File: config.mk
export PLATFORM = sky130hd
export DESIGN_NAME = gci_std_display_vram_responder
export DESIGN_NICKNAME = d
export VERILOG_FILES = /design/src/rtl/gci_std_display_vram_pkg.sv /design/src/rtl/gci_std_display_vram_return_fifo.sv /design/src/rtl/gci_std_display_vram_responder.sv
export SDC_FILE = /design/constraint.sdc
export NUM_CORES = 1
export LEC_CHECK = 0
export CAP_MARGIN = 20
export CORE_ASPECT_RATIO = 1.5
export CORE_MARGIN = 2
export CORE_UTILIZATION = 50
export DETAILED_ROUTE_END_ITERATION = 8
export MAX_ROUTING_LAYER = met4
export PLACE_DENSITY = 0.79
export SLEW_MARGIN = 20
export SYNTH_ARGS = -nofsm -noshare
export SYNTH_HDL_FRONTEND = slang
export SYNTH_HIERARCHICAL = 1
export SYNTH_SLANG_ARGS = --single-unit
File: constraint.sdc
create_clock -name iCLOCK -period 3.16 [get_ports iCLOCK]
set_input_delay 0.316 -clock iCLOCK [delete_from_list [all_inputs] [get_ports iCLOCK]]
set_output_delay 0.316 -clock iCLOCK [all_outputs]
set_load 0.01 [all_outputs]
File: src/rtl/gci_std_display_vram_pkg.sv
// Shared VRAM arbitration package: FSM state encoding and address width.
// Used by both the responder and the requester side.
package gci_std_display_vram_pkg;

  localparam int VRAM_ADDR_N = 19;

  typedef enum logic [1:0] {
    ST_IDLE,
    ST_GRANT,
    ST_ACTIVE,
    ST_DRAIN
  } vram_state_e;

endpackage

File: src/rtl/gci_std_display_vram_return_fifo.sv
// Read-return FIFO: single clock, synchronous reset, occupancy count.
// Depth must be a power of two so the pointers wrap naturally.
module gci_std_display_vram_return_fifo #(
  parameter int P_DEPTH = 4,
  parameter int P_WIDTH = 32
) (
  input  logic                       iCLOCK,
  input  logic                       iRESET_SYNC,
  input  logic                       iPUSH,
  input  logic [P_WIDTH-1:0]         iDATA,
  input  logic                       iPOP,
  output logic [P_WIDTH-1:0]         oDATA,
  output logic                       oEMPTY,
  output logic [$clog2(P_DEPTH):0]   oCOUNT
);

  localparam int AW = $clog2(P_DEPTH);

  logic [P_WIDTH-1:0] mem_q [P_DEPTH];
  logic [AW-1:0]      wr_q;
  logic [AW-1:0]      rd_q;
  logic [AW:0]        cnt_q;
  logic [AW:0]        cnt_d;
  logic               full_w;

  assign full_w = (cnt_q == (AW+1)'(P_DEPTH));
  assign oEMPTY = (cnt_q == '0);
  assign oCOUNT = cnt_q;
  assign oDATA  = mem_q[rd_q];
  assign cnt_d  = cnt_q + (AW+1)'(iPUSH) - (AW+1)'(iPOP);

  always_ff @(posedge iCLOCK) begin
    if (iPUSH) begin
      mem_q[wr_q] <= iDATA;
    end
  end

  always_ff @(posedge iCLOCK) begin
    if (iRESET_SYNC) begin
      wr_q  <= '0;
      rd_q  <= '0;
      cnt_q <= '0;
    end else begin
      if (iPUSH) wr_q <= wr_q + AW'(1);
      if (iPOP)  rd_q <= rd_q + AW'(1);
      cnt_q <= cnt_d;
    end
  end

  // Credit accounting upstream must never let this happen.
  always_ff @(posedge iCLOCK) begin
    if (!iRESET_SYNC) begin
      assert (!(iPUSH && full_w));
    end
  end

endmodule

File: src/rtl/gci_std_display_vram_responder.sv
// VRAM ownership responder with credit-limited, in-order read return.
// GCI_STD_DISPLAY_VRAM_TIMEOUT_EN builds the idle forced-release counter.
module gci_std_display_vram_responder
  import gci_std_display_vram_pkg::*;
#(
  parameter int P_MEM_ADDR_N = VRAM_ADDR_N,
  parameter int P_RET_DEPTH  = 4,
  parameter int P_TIMEOUT    = 255
) (
  input  logic                    iCLOCK,
  input  logic                    iRESET_SYNC,
  input  logic                    iVRAM_ARBIT_REQ,
  output logic                    oVRAM_ARBIT_ACK,
  input  logic                    iVRAM_ARBIT_FINISH,
  input  logic                    iVRAM_ENA,
  output logic                    oVRAM_BUSY,
  input  logic                    iVRAM_RW,
  input  logic [P_MEM_ADDR_N-1:0] iVRAM_ADDR,
  input  logic [31:0]             iVRAM_DATA,
  output logic                    oVRAM_VALID,
  input  logic                    iVRAM_BUSY,
  output logic [31:0]             oVRAM_DATA,
  output logic                    oMEM_ENA,
  output logic                    oMEM_WE,
  output logic [P_MEM_ADDR_N-1:0] oMEM_ADDR,
  output logic [31:0]             oMEM_DATA,
  input  logic [31:0]             iMEM_DATA,
  output logic                    oTIMEOUT
);

  localparam int CW = $clog2(P_RET_DEPTH);

  vram_state_e state_q, state_d;

  logic                    rd1_q;
  logic                    rd2_q;
  logic                    mem_ena_q;
  logic                    mem_we_q;
  logic [P_MEM_ADDR_N-1:0] mem_addr_q;
  logic [31:0]             mem_data_q;

  logic [CW:0]   cnt_w;
  logic          empty_w;
  logic [31:0]   head_w;
  logic [CW+1:0] credit_w;
  logic          busy_w;
  logic          accept_w;
  logic          pop_w;
  logic          finish_w;
  logic          tmo_w;

  // Credits cover both buffered words and reads still in the memory pipe.
  assign credit_w = {1'b0, cnt_w} + (CW+2)'(rd1_q) + (CW+2)'(rd2_q);
  assign busy_w   = (state_q != ST_ACTIVE) ||
                    (credit_w >= (CW+2)'(P_RET_DEPTH));
  assign accept_w = iVRAM_ENA && !busy_w;
  assign pop_w    = !empty_w && !iVRAM_BUSY;
  assign finish_w = iVRAM_ARBIT_FINISH || tmo_w;

  assign oVRAM_ARBIT_ACK = (state_q == ST_GRANT);
  assign oVRAM_BUSY      = busy_w;
  assign oVRAM_VALID     = !empty_w;
  assign oVRAM_DATA      = empty_w ? 32'h0 : head_w;
  assign oMEM_ENA        = mem_ena_q;
  assign oMEM_WE         = mem_we_q;
  assign oMEM_ADDR       = mem_addr_q;
  assign oMEM_DATA       = mem_data_q;

  always_comb begin
    state_d = state_q;
    unique case (state_q)
      ST_IDLE:   if (iVRAM_ARBIT_REQ) state_d = ST_GRANT;
      ST_GRANT:  state_d = ST_ACTIVE;
      ST_ACTIVE: if (finish_w) state_d = ST_DRAIN;
      ST_DRAIN:  if (empty_w && !rd1_q && !rd2_q) state_d = ST_IDLE;
      default:   state_d = ST_IDLE;
    endcase
  end

  always_ff @(posedge iCLOCK) begin
    if (iRESET_SYNC) begin
      state_q    <= ST_IDLE;
      rd1_q      <= 1'b0;
      rd2_q      <= 1'b0;
      mem_ena_q  <= 1'b0;
      mem_we_q   <= 1'b0;
      mem_addr_q <= '0;
      mem_data_q <= '0;
    end else begin
      state_q   <= state_d;
      rd1_q     <= accept_w && !iVRAM_RW;
      rd2_q     <= rd1_q;
      mem_ena_q <= accept_w;
      mem_we_q  <= accept_w && iVRAM_RW;
      if (accept_w) begin
        mem_addr_q <= iVRAM_ADDR;
        mem_data_q <= iVRAM_DATA;
      end
    end
  end

`ifdef GCI_STD_DISPLAY_VRAM_TIMEOUT_EN
  localparam int TW = $clog2(P_TIMEOUT + 1);

  logic [TW-1:0] tmr_q, tmr_d;

  assign tmo_w = (state_q == ST_ACTIVE) && (tmr_q == TW'(P_TIMEOUT));
  assign tmr_d = (state_q == ST_ACTIVE && !accept_w) ?
                 tmr_q + TW'(1) : '0;
  assign oTIMEOUT = tmo_w;

  always_ff @(posedge iCLOCK) begin
    if (iRESET_SYNC) tmr_q <= '0;
    else             tmr_q <= tmr_d;
  end
`else
  logic [31:0] tmo_unused_w;

  assign tmo_unused_w = P_TIMEOUT;
  assign tmo_w        = 1'b0;
  assign oTIMEOUT     = 1'b0;
`endif

  gci_std_display_vram_return_fifo #(
    .P_DEPTH (P_RET_DEPTH),
    .P_WIDTH (32)
  ) u_ret_fifo (
    .iCLOCK      (iCLOCK),
    .iRESET_SYNC (iRESET_SYNC),
    .iPUSH       (rd2_q),
    .iDATA       (iMEM_DATA),
    .iPOP        (pop_w),
    .oDATA       (head_w),
    .oEMPTY      (empty_w),
    .oCOUNT      (cnt_w)
  );

endmodule
==> results.md <==
* Post-synthesis sequential area ratio at 65.4%
* Deepest clock path buffer count at 2
* DP Wirelength at just over 10000 um
* Nets at roughly 780
* Initial Util at 50.7%
* Post-route DRC at 0
* Fmax at 387 MHz
* Core Rows at 56
* DR WL/cell at 17.2 um
* CP endpoint kind: primary output
* Synth Cell Area at approximately 8000 um2
* Pin count of the biggest net entering global routing at 55
* Min cycle time layout at between 2 and 3 ns
* Core box area at between 15000 and 20000 um2
* Global-route wire length before repair at approximately 24000 um
* Final hold viol count at 0
* Post_cts resized at 0
* CTS Sinks at just under 200
* DRT Pass-1 Iters at 4
* Slew Limit Fails at 0
* Routed vias/inst at 5.09
* Cells after synthesis at 500
* DR vias at around 4500
* H-tree depth at 4
* Post-Syn Nets at around 600
* Setup violators final at 0
* Diode count at 0
* Crit Path Category: reg2out
* CP Data Arrival Time at around 2.3 ns
* Leak at 3.46 nW
* Yosys warnings at 6
* Post-route clock period utilization at between 80% and 90%
* Critical Path RT at 2.84 ns
* Initial DRC count at between 200 and 250
* Yosys reg bits at between 150 and 200
* Final std cells w/o fill at slightly below 900
* # Post-CTS Setup Buffers at 0
* PortBufs at between 150 and 200
* Worst clock skew at approximately 0.015 ns
* Synth cell types at 32
* RSZ-0062 raised after global routing: false
* GRT overflow at 0
* Hold buffers post-CTS at 0
* Placed cell count at 857
* TritonCTS buffer count at 17
* DIE HEIGHT at approximately 160 um
* Overall routed net length at approximately 15000 um
* P per Cell Area at 661 nW/um2
* Worst Path Max Fanout at 32
* Full die area at between 15000 and 20000 um2
* Gr usage total at 19.4%
* Worst Tran Pin Value at 0.884 ns
* Startpoint types: flop
* Setup TNS at 0 ns
* Antenna viol nets, final at 0
* Vias in the first global route at 4872
* Worst-skew pair later-pin latency at 0.42 ns
* Maxcap violations at 0
* Initial antenna violation count at 0
* CTS tree: yes
* CTS clk-pin slew, worst paths at 0.07 ns
* Min-delay src: iRESET_SYNC
* Syn avg cell area at 15.8 um2
* Clock Tree Root: clkbuf_16
* Area Growth Syn to Fin at 32.0%
* Min-delay worst type: in2reg
* Reg2Reg Launch Point: u_ret_fifo/oCOUNT[1]
* Top Ports at around 180
* Fraction of layout cells with a size suffix above 1 at between 10% and 20%
* Overall die width at 107 um
* Status: complete, no violations
* Placer Congestion at between 0.6 and 0.7
* Worst IR drop on VDD at around 360 uV
* Slew headroom at ~41%
==> routing by layer <==
layer	track usage [%]	share of wire (%)	vias up
met2	34.2	53	169
met4	5.38	0.48	0
met5	-	0	-
met3	5.19	6.2	4
li1	-	-	2139
met1	21.6	40	2214
==> cell usage in the layout, fill, tap and decap left out, drive strengths merged <==
master	n
a211oi	2
a21bo	1
a21o	1
a21oi	2
a221o	1
and2	4
and2b	4
and3b	1
buf	7
clkbuf	17
clkdlybuf4s50	176
clkinv	5
conb	1
dfxtp	66
edfxtp	128
fa	1
ha	11
inv	20
mux2i	53
mux4	32
nand2	1
nand2b	104
nand3b	3
nor2	6
nor2b	33
nor3	1
nor3b	1
or3b	1
xnor2	2
xor3	1
==> cells by family (layout without fill, tap and decap cells) <==
family	Yosys count	count (layout)	share of synthesized area [%]
AO/OA/AOI/OAI	7	7	0.666
XOR/XNOR	3	3	0.523
adder cells (fa/ha/maj)	12	12	2.00
buffers and inverters	39	225	2.76
flip-flops	194	194	65.4
multiplexers	85	85	15.9
other	1	1	0.0475
AND/OR/NAND/NOR	159	159	12.6
==> cells in the mapped netlist <==
cell / count / area, um2
buf_12: 3 / 60.1
nor3_1: 1 / 5.00
xor3_1: 1 / 23.8
mux4_1: 2 / 52.6
or3b_1: 1 / 8.76
a21o_1: 1 / 7.51
mux2i_1: 53 / 531
ha_1: 11 / 138
a221o_1: 1 / 10.0
clkbuf_1: 15 / 56.3
nand2b_1: 104 / 651
a211oi_1: 2 / 15.0
nand3b_1: 3 / 22.5
inv_1: 10 / 37.5
buf_2: 9 / 45.0
buf_4: 1 / 7.51
xnor2_1: 2 / 17.5
nor3b_1: 1 / 7.51
nor2_1: 6 / 22.5
a21oi_1: 2 / 10.0
a21bo_2: 1 / 10.0
nand2_1: 1 / 3.75
fa_1: 1 / 20.0
and2_1: 4 / 25.0
buf_6: 1 / 11.3
and2b_2: 4 / 35.0
edfxtp_1: 128 / 3840
and3b_1: 1 / 8.76
conb_1: 1 / 3.75
dfxtp_1: 66 / 1320
mux4_2: 30 / 676
nor2b_1: 33 / 206
==> registers in the layout (all words and copies together), names as in the netlist, 2 cells and up, named ones only <==
signal and count:
oMEM_ADDR 19, oMEM_DATA 32, state_q 2, u_ret_fifo/mem_q 128, u_ret_fifo/oCOUNT 3, u_ret_fifo/rd_q 2
u_ret_fifo/wr_q 2
==> path summary, 6_finish.rpt <==
kind | to | slack, ns | depth (start not counted)
min reg2reg | oMEM_ADDR[9] | 0.47 | 2
max | oVRAM_DATA[26] | 0.58 | 4
min | flop | 0.39 | 2
max reg2reg | u_ret_fifo/oCOUNT[2] | 0.99 | 8
==> final cells by class <==
cell class | instances | area, um2
Fill cell | 1102 | 5140
Sequential cell | 194 | 5170
Clock buffer | 17 | 425
Multi-Input combinational cell | 267 | 2530
Clock inverter | 15 | 166
Inverter | 10 | 37.5
Timing Repair Buffer | 183 | 1840
Tap cell | 203 | 254
==> worst max-delay path, stage by stage, from the launching register on <==
cell             delay [ns]
dfxtp_2                0.34
buf_12                 0.25
mux4_2                 0.55
and2b_2                0.22
clkdlybuf4s50_1        0.47
==> where the power goes <==
group          internal, mW  switching [mW]
sequential             2.81          0.0785
clock                  1.07            1.03
combinational          1.11           0.780
==> through the flow <==
stage | hold WS, ns | power [mW] | worst slack, ns | cell area (um2) | utilization (%)
2_1_floorplan | 0.388 | 4.09 | 0.623 | 7890 | -
4_1_cts | 0.384 | 6.98 | 0.541 | 10400 | 67.0
3_5_place_dp | 0.459 | 4.87 | 0.835 | 9830 | 63.2
6_report | 0.394 | 6.88 | 0.576 | 10400 | 67.0
3_3_place_gp | 0.457 | 4.83 | 0.884 | 9830 | 63.2
5_1_grt | 0.416 | 7.19 | 0.473 | 10400 | 67.0
Power figures use the tool's default switching activity.
